`config.mk`:
```
export PLATFORM = sky130hd
export DESIGN_NAME = led_row_scan_ctrl
export DESIGN_NICKNAME = d
export VERILOG_FILES = /design/src/rtl/led_scan_pkg.sv /design/src/rtl/scan_fbuf.sv /design/src/rtl/led_row_scan_ctrl.sv
export SDC_FILE = /design/constraint.sdc
export NUM_CORES = 1
export LEC_CHECK = 0
export CAP_MARGIN = 30
export CELL_PAD_IN_SITES_DETAIL_PLACEMENT = 1
export CELL_PAD_IN_SITES_GLOBAL_PLACEMENT = 1
export CORE_UTILIZATION = 54
export CTS_CLUSTER_SIZE = 10
export DETAILED_ROUTE_END_ITERATION = 12
export HOLD_SLACK_MARGIN = 0.12
export PLACE_DENSITY = 0.86
export SYNTH_ARGS = -nofsm -noshare
export SYNTH_HDL_FRONTEND = slang
export SYNTH_SLANG_ARGS = --single-unit
```
`constraint.sdc`:
```
create_clock -name i_clk -period 5.9 [get_ports i_clk]
set_input_delay 0.885 -clock i_clk [delete_from_list [all_inputs] [get_ports i_clk]]
set_output_delay 0.885 -clock i_clk [all_outputs]
set_load 0.005 [all_outputs]
```
`src/rtl/led_scan_pkg.sv`:
```
// Shared row-scan types and constants: row count, row address width, scan FSM states.
// Pure declarations; no timing or flow control.
package led_scan_pkg;
  localparam int ROWS   = 8;
  localparam int ROW_AW = 3;

  typedef enum logic [1:0] {
    ST_IDLE,
    ST_BLANK,
    ST_ON
  } state_t;

  function automatic logic [ROW_AW-1:0] next_row(input logic [ROW_AW-1:0] row);
    return row + 1'b1;
  endfunction
endpackage

```
`src/rtl/scan_fbuf.sv`:
```
// Double-buffered ROWS x COLS frame store: write port into back bank, combinational read.
// Zero-latency read; the write lands on the clock edge; no backpressure.
module scan_fbuf
  import led_scan_pkg::*;
#(
  parameter int COLS = 8
) (
  input  logic              i_clk,
  input  logic              i_nrst,
  input  logic              i_wr_en,
  input  logic [ROW_AW-1:0] i_wr_row,
  input  logic [COLS-1:0]   i_wr_data,
  input  logic              i_swap,
  input  logic [ROW_AW-1:0] i_rd_row,
  input  logic              i_rd_next,
  output logic [COLS-1:0]   o_rd_data
);
  logic [COLS-1:0] r_bank [2][ROWS];
  logic            r_front;
  logic            w_rd_bank;
  logic            w_fwd;

  always_ff @(posedge i_clk or negedge i_nrst) begin
    if (!i_nrst) begin
      r_front <= 1'b0;
      for (int b = 0; b < 2; b++) begin
        for (int r = 0; r < ROWS; r++) begin
          r_bank[b][r] <= '0;
        end
      end
    end else begin
      if (i_wr_en) r_bank[~r_front][i_wr_row] <= i_wr_data;
      if (i_swap)  r_front <= ~r_front;
    end
  end

  // i_rd_next reads the bank that becomes front on this edge, including a write landing now.
  assign w_rd_bank = i_rd_next ? ~r_front : r_front;
  assign w_fwd     = i_rd_next && i_wr_en && (i_wr_row == i_rd_row);
  assign o_rd_data = w_fwd ? i_wr_data : r_bank[w_rd_bank][i_rd_row];
endmodule

```
`src/rtl/led_row_scan_ctrl.sv`:
```
// Row-scan sequencer: BLANK-cycle blanking then DWELL-cycle lit period per row, 8 rows/frame.
// All outputs registered; bank swaps deferred to the frame boundary; no backpressure.
module led_row_scan_ctrl
  import led_scan_pkg::*;
#(
  parameter int COLS  = 8,
  parameter int DWELL = 1000,
  parameter int BLANK = 4
) (
  input  logic              i_clk,
  input  logic              i_nrst,
  input  logic              i_en,
  input  logic              i_wr_en,
  input  logic [ROW_AW-1:0] i_wr_row,
  input  logic [COLS-1:0]   i_wr_data,
  input  logic              i_swap_req,
  output logic              o_swap_ack,
  output logic [ROW_AW-1:0] o_addr,
  output logic              o_nen,
  output logic [COLS-1:0]   o_col_data,
  output logic              o_frame_done
);
  localparam int CNT_MAX = (DWELL > BLANK) ? DWELL : BLANK;
  localparam int CW      = $clog2(CNT_MAX + 1);
  localparam logic [CW-1:0] BLANK_LD = CW'(BLANK - 1);
  localparam logic [CW-1:0] DWELL_LD = CW'(DWELL - 1);

  state_t            r_state, w_state_nxt;
  logic [CW-1:0]     r_cnt, w_cnt_nxt;
  logic [ROW_AW-1:0] r_addr, w_addr_nxt;
  logic              r_nen, w_nen_nxt;
  logic [COLS-1:0]   r_col, w_col_nxt;
  logic              r_frame_done, w_frame_done_nxt;
  logic              r_swap_ack, w_swap_ack_nxt;
  logic              r_swap_armed, w_swap_armed_nxt;
  logic              w_swap;
  logic [ROW_AW-1:0] w_rd_row;
  logic              w_rd_next;
  logic [COLS-1:0]   w_rd_data;

  scan_fbuf #(.COLS(COLS)) u_fbuf (
    .i_clk     (i_clk),
    .i_nrst    (i_nrst),
    .i_wr_en   (i_wr_en),
    .i_wr_row  (i_wr_row),
    .i_wr_data (i_wr_data),
    .i_swap    (w_swap),
    .i_rd_row  (w_rd_row),
    .i_rd_next (w_rd_next),
    .o_rd_data (w_rd_data)
  );

  always_ff @(posedge i_clk or negedge i_nrst) begin
    if (!i_nrst) begin
      r_state      <= ST_IDLE;
      r_cnt        <= '0;
      r_addr       <= '0;
      r_nen        <= 1'b1;
      r_col        <= '0;
      r_frame_done <= 1'b0;
      r_swap_ack   <= 1'b0;
      r_swap_armed <= 1'b1;
    end else begin
      r_state      <= w_state_nxt;
      r_cnt        <= w_cnt_nxt;
      r_addr       <= w_addr_nxt;
      r_nen        <= w_nen_nxt;
      r_col        <= w_col_nxt;
      r_frame_done <= w_frame_done_nxt;
      r_swap_ack   <= w_swap_ack_nxt;
      r_swap_armed <= w_swap_armed_nxt;
    end
  end

  always_comb begin
    w_state_nxt      = r_state;
    w_cnt_nxt        = r_cnt;
    w_addr_nxt       = r_addr;
    w_nen_nxt        = 1'b1;
    w_col_nxt        = r_col;
    w_frame_done_nxt = 1'b0;
    w_swap_ack_nxt   = 1'b0;
    w_swap           = 1'b0;
    w_rd_row         = r_addr;
    w_rd_next        = 1'b0;

    if (!i_en) begin
      w_state_nxt = ST_IDLE;
      w_cnt_nxt   = '0;
      w_addr_nxt  = '0;
      w_col_nxt   = '0;
    end else begin
      case (r_state)
        ST_IDLE: begin
          w_state_nxt = ST_BLANK;
          w_cnt_nxt   = BLANK_LD;
          w_addr_nxt  = '0;
          w_rd_row    = '0;
          w_col_nxt   = w_rd_data;
        end
        ST_BLANK: begin
          if (r_cnt == '0) begin
            w_state_nxt = ST_ON;
            w_cnt_nxt   = DWELL_LD;
            w_nen_nxt   = 1'b0;
          end else begin
            w_cnt_nxt   = r_cnt - 1'b1;
          end
        end
        ST_ON: begin
          w_nen_nxt = 1'b0;
          if (r_cnt == '0) begin
            w_state_nxt = ST_BLANK;
            w_cnt_nxt   = BLANK_LD;
            w_nen_nxt   = 1'b1;
            w_rd_row    = next_row(r_addr);
            w_addr_nxt  = w_rd_row;
            // Frame boundary: the only place a pending swap may take effect.
            if (r_addr == ROW_AW'(ROWS - 1)) begin
              w_frame_done_nxt = 1'b1;
              if (i_swap_req && r_swap_armed) begin
                w_swap         = 1'b1;
                w_swap_ack_nxt = 1'b1;
                w_rd_next      = 1'b1;
              end
            end
            w_col_nxt = w_rd_data;
          end else begin
            w_cnt_nxt = r_cnt - 1'b1;
          end
        end
        default: begin
          w_state_nxt = ST_IDLE;
          w_cnt_nxt   = '0;
          w_addr_nxt  = '0;
          w_col_nxt   = '0;
        end
      endcase
    end
  end

  // A request that was acked must be seen low once before it can swap again.
  always_comb begin
    w_swap_armed_nxt = r_swap_armed;
    if (w_swap)          w_swap_armed_nxt = 1'b0;
    else if (!i_swap_req) w_swap_armed_nxt = 1'b1;
  end

  assign o_swap_ack   = r_swap_ack;
  assign o_addr       = r_addr;
  assign o_nen        = r_nen;
  assign o_col_data   = r_col;
  assign o_frame_done = r_frame_done;
endmodule
```
### Word level (Yosys, flattened, before mapping)

Index checks and enable logic that the tools add are counted.
Widths: inputs -> output; s select.

| word-level totals | value |
|---|---|
| register bits after elaboration | 156 |
| latch bits | 0 |
| memories | 0 |
| output and inout port bits | 14 |
| bits of input ports | 16 |
| bits in writable memories | 0 |
| memory bits (read-only) | 0 |
| logic and storage cells | 99 |

| cells by class | value |
|---|---|
| order comparisons | 6 |
| reduce and logical (&&, ||, !) cells | 9 |
| shifts and indexed selects | 0 |
| divide/modulo/power cells | 0 |
| bitwise gates (word level) | 5 |
| $add $sub $neg | 2 |
| multiply operators | 0 |
| eq/ne operators | 8 |
| mux-type cells | 44 |

Operator list:

| kind | number |
|---|---|
| $mux 64 | 4 |
| $bwmux 128 | 1 |
| $demux 64 s1 | 1 |
| $mux 8 | 6 |
| $mux 10 | 3 |
| $pmux 10 s3 | 1 |
| $bmux 8 s3 | 1 |
| $demux 8 s3 | 1 |
| $pmux 8 s3 | 1 |
| $mux 1 | 15 |
| $pmux 3 s2 | 2 |
| $logic_not 10->1 | 1 |
| $sub 10x1->10 const B | 1 |
| $mux 3 | 3 |
| $ge 4x4->1 const B | 2 |
| $not 3->4 | 2 |
| $mux 2 | 3 |
| $ne 3x3->1 const B | 2 |
| $pmux 2 s3 | 1 |
| $logic_and 1x1->1 | 5 |
| $ge 2x2->1 const B | 2 |
| $lt 4x1->1 const B | 1 |
| $not 1->2 | 2 |
| $reduce_and 2->1 | 2 |
| 11 further kinds | 11 |

### Longest topological paths before layout

| depth | value |
|---|---|
| depth after elaboration | 18 |
| gate-level depth with buffers | 13 |
| mapped depth without buffers | 11 |

### Cells and area by module

A second synthesis with hierarchy kept.

| second synthesis, totals | value |
|---|---|
| cell total of the unflattened synthesis | 632 |
| area total of the unflattened synthesis | 7523.5 sq um |

Modules (own cells, without submodules):

| module | times used | cells an instance | area an instance (sq um) | sequential area each (sq um) |
|---|---|---|---|---|
| scan_fbuf | 1 | 497 | 6104.6 | 3228.1 |
| led_row_scan_ctrl | 1 | 135 | 1418.9 | 678.2 |

### Worst setup path after synthesis

Ideal clock, no wire load.

| timing path | value |
|---|---|
| path type | input to register |
| start | input port i_en |
| end | register r_col[3], in the netlist o_col_data[3] |
| library setup time | 126 ps |
| required time | 5774 ps |
| slack | 2511 ps |
| buffers on the path | 2 |
| arrival | 3263 ps |
| cell stages on the path | 9 |
| cell sequence | or3b_2 or4_4 o221ai_2 buf_6 buf_8 mux2_2 a211oi_1 a21oi_1 a221o_1 |

| on the way | value |
|---|---|
| longest elaborated chain between the ends | 13 |
| elaborated cells between the ends (all ways) | 21 |
| classes of those cells | eq/ne: 3; mux: 13; bitwise: 2; reduce/logical: 3 |

Ends and longest elaborated chain:

| what | line | text |
|---|---|---|
| from (decl) | led_row_scan_ctrl.sv:12 | `input logic i_en,` |
| $mux 1 | led_row_scan_ctrl.sv:87 | `if (!i_en) begin` |
| $mux 1 | n/a |  |
| $not 1->2 (not written as such) | scan_fbuf.sv:40 | `assign o_rd_data = w_fwd ? i_wr_data : r_bank[w_rd_bank][i_rd_row];` |
| $mux 64 (not written as such) (3 in a row) | scan_fbuf.sv:40 |  |
| $bmux 8 s3 | scan_fbuf.sv:40 |  |
| $mux 8 (not written as such) (2 in a row) | scan_fbuf.sv:40 |  |
| $mux 8 | scan_fbuf.sv:40 |  |
| $mux 8 | led_row_scan_ctrl.sv:112 | `if (r_cnt == '0) begin` |
| $pmux 8 s3 | led_row_scan_ctrl.sv:93 | `case (r_state)` |
| $mux 8 | led_row_scan_ctrl.sv:87 |  |
| to (signal assigned) | led_row_scan_ctrl.sv:68 | `r_col <= w_col_nxt;` |
| to (decl) | led_row_scan_ctrl.sv:32 | `logic [COLS-1:0] r_col, w_col_nxt;` |

Parallel ways exist; a longest one is shown, timed or not. The select of a mux whose other input is x is not followed.
A chain may end at the register's enable or synchronous reset.

### Worst setup path after layout

| timing path | value |
|---|---|
| start | input port i_en |
| end | register r_col[4], in the netlist o_col_data[4] |

Same word-level chain as after synthesis.

==> metrics.txt <==
Final Skew=0.0134 ns; Setup Fix Bufs, Post-CTS=0; crit path DAT=about 4.6 ns; setup_tns=0 ns; I/O Buffers=29; final hold violation count=0; site row count=42; leakage power=about 3.7 nW; Critical Path Sink Type=flop; cts hold-fix bufs=0; First DRT Iteration DRCs=a little under 500; DRT Pass-1 Iters=5; Nets=approximately 650; Slew HR=roughly 25%; crit share post-route=around 72%; mapped cell area=about 0.0076 mm^2; EDFF count, synth=0; vias per inst=6.48; status=finished, final reports clean; Worst-path clk slew=0.07 ns; Synth cell types=52; post-cts sizing count=0; antenna cells=0; antenna-violating nets left=0; Remaining DRCs=0; pin count of the biggest net entering global routing=about 100; CTS Buf Count=17; Async SR Flop Fraction=100%; Max rail drop VDD=0.238 mV; CTS root buf=clkbuf_16; ys flop type=dfrtp_1; Initial Utilization=~56%; DIE AREA=about 0.015 mm^2; post-synth top area share=50.8%; final setup fails=0; max_cap viols=0; IO Count=30; register area share after synthesis=roughly half; DR vias=between 5,000 and 6,000; Fin Hold WS=around 0.50 ns; crit path max fanout=53; routability cong.=around 0.88; Clock Sinks=between 150 and 200; worst min path class=reg2reg; syn_nets=around 630; Final Slew Violations=0; top cells by area, synth=dfrtp_1 (51%), mux2_2 (20%), mux2i_1 (7.5%); CTS tree=yes; antenna violations before repair=0; global-route wire length before repair=around 34,000 um; routed len/inst=~27 um; largest area contributor in the netlist=dfrtp_1; Die Ht=121 um; Synth Area per Inst=about 13 um^2; H-tree depth=4; area of the core=0.0135 mm^2; worst skew pair latency=0.44 ns; total wire length=21,800 um; Final HPWL DP=between 10,000 and 15,000 um; Crit path required time=6.21 ns; PwrDens=between 300 and 400 mW/mm^2; clock period minus worst slack=~4.3 ns; share of cells above drive strength 1=around 29%; RSZ-0062 raised after global routing=false; worst slew pin tran=about 1.1 ns; grt ovf=0; Critical Setup Path Class=in2reg; #FFs+latches synth=around 160; Peak Freq=about 230 MHz; Area Overhead vs Synth=13.5%; Die Wd=121 um; yosys warns=0; Clock Tree Buf Depth=2; Synth Instances=~610; crit start category=input port; number of global-route vias before repair=~5,800; Tot GR Track Use=between 30% and 40%; Total Power=about 0.0033 W
-- cells in the final DEF (no fill, tap or decap), types with 4 or more instances in the layout --
cell and n:
a21oi_1 18, a211oi_1 10, nand2_1 33, inv_1 8, buf_4 4, mux2_2 136, o22ai_1 18, clkdlybuf4s50_1 28
dfrtp_1 154, xnor2_1 6, mux2i_1 57, bufinv_16 4, o21ai_0 5, nand3_1 4, a31oi_1 13, nand2b_1 7
nand4_1 4, a221o_1 8, nor3_1 5, nor2b_1 4, ha_1 8, nor2_1 34, nand3b_1 4, clkbuf_16 17
clkinvlp_4 4
-- state kept, by name, summed over array words and instances, names as in the netlist, 2 cells and up --
register / flops
u_fbuf.r_bank: 128
r_cnt: 10
o_col_data: 8
o_addr: 3
r_state: 2
-- cell families (layout without fill, tap and decap cells) --
kind of cell,after synthesis,after routing,share of synthesized area [%]
AND/OR/NAND/NOR,115,115,7.88
flip-flops,156,156,51.5
XOR/XNOR,9,9,1.04
buffers and inverters,40,75,2.93
AO/OA/AOI/OAI,86,86,7.67
adder cells (fa/ha/maj),8,8,1.32
multiplexers,193,193,27.7
-- power by group --
group / internal, W / leakage, nW / switching [W]
combinational: 0.000312 / 1.38 / 0.000492
sequential: 0.00121 / 2.04 / 0.000100
clock: 0.000733 / 0.302 / 0.000462
total: 0.00225 / 3.72 / 0.00105
-- worst max-delay path: stages --
cell and delay [ns]:
clkdlybuf4s50_1 0.77, or3b_2 0.55, or4_4 0.47, o221ai_4 0.23
buf_12 0.38, mux2i_1 0.38, o22ai_1 0.15, a211oi_1 0.33
a21oi_1 0.11, a221o_1 0.27
-- per-layer routing --
metal / up-vias / GRT usage [%] / share of wire (%)
met4: 0 / 13.7 / 2.9
met5: - / 0 / 0
met1: 2770 / 40.6 / 42
li1: 2269 / - / -
met2: 212 / 52.7 / 49
met3: 49 / 7.78 / 6.0
-- worst paths after layout --
| kind | start | cells after the start | slack, ns | endpoint |
|---|---|---|---|---|
| max in group asynchronous | i_nrst | 2 | 4.05 | u_fbuf.r_bank[76] |
| setup / recovery | i_en | 10 | 1.64 | o_col_data[4] |
| hold reg to reg | u_fbuf.r_bank[45] | 1 | 0.50 | u_fbuf.r_bank[45] |
| min in group asynchronous | i_nrst | 1 | 0.56 | r_cnt[6] |
| hold / removal | u_fbuf.r_bank[45] | 1 | 0.50 | u_fbuf.r_bank[45] |
| setup reg to reg | r_cnt[0] | 11 | 1.94 | o_col_data[4] |
-- through the flow --
| step | instances | utilization (%) | setup slack, ns | cell area [um^2] |
|---|---|---|---|---|
| final | 818 | 64.1 | 1.64 | 8620 |
| after global routing | 818 | 64.1 | 1.56 | 8620 |
| after CTS | 818 | 64.1 | 1.69 | 8620 |
| after detailed placement | 786 | 59.3 | 1.28 | 7970 |
| after global placement | 786 | 59.3 | 1.26 | 7970 |
| after floorplan | 607 | - | 2.51 | 7590 |
-- layout make-up --
cell class,instances,area [um^2]
well taps,176,220
clock inverters,13,190
multi-input cells,411,3470
fillers,1312,4840
clock buffers,19,453
repair buffers,34,342
inverters,9,33.8
flip-flops and latches,156,3910
-- synth_stat cells, drive strengths merged, types with 3 or more instances --
cell,instances
nor3,6
nor2,34
clkbuf,21
nand3b,4
mux2i,57
a21oi,18
and3,3
mux2,136
a221o,8
ha,8
inv,9
o22ai,18
nand2,33
dfrtp,154
nand4,4
nor2b,4
a31oi,13
o21ai,7
or3,3
nand3,6
nand2b,7
xnor2,6
a211oi,10
buf,10
xor2,3
Power figures use the tool's default switching activity.
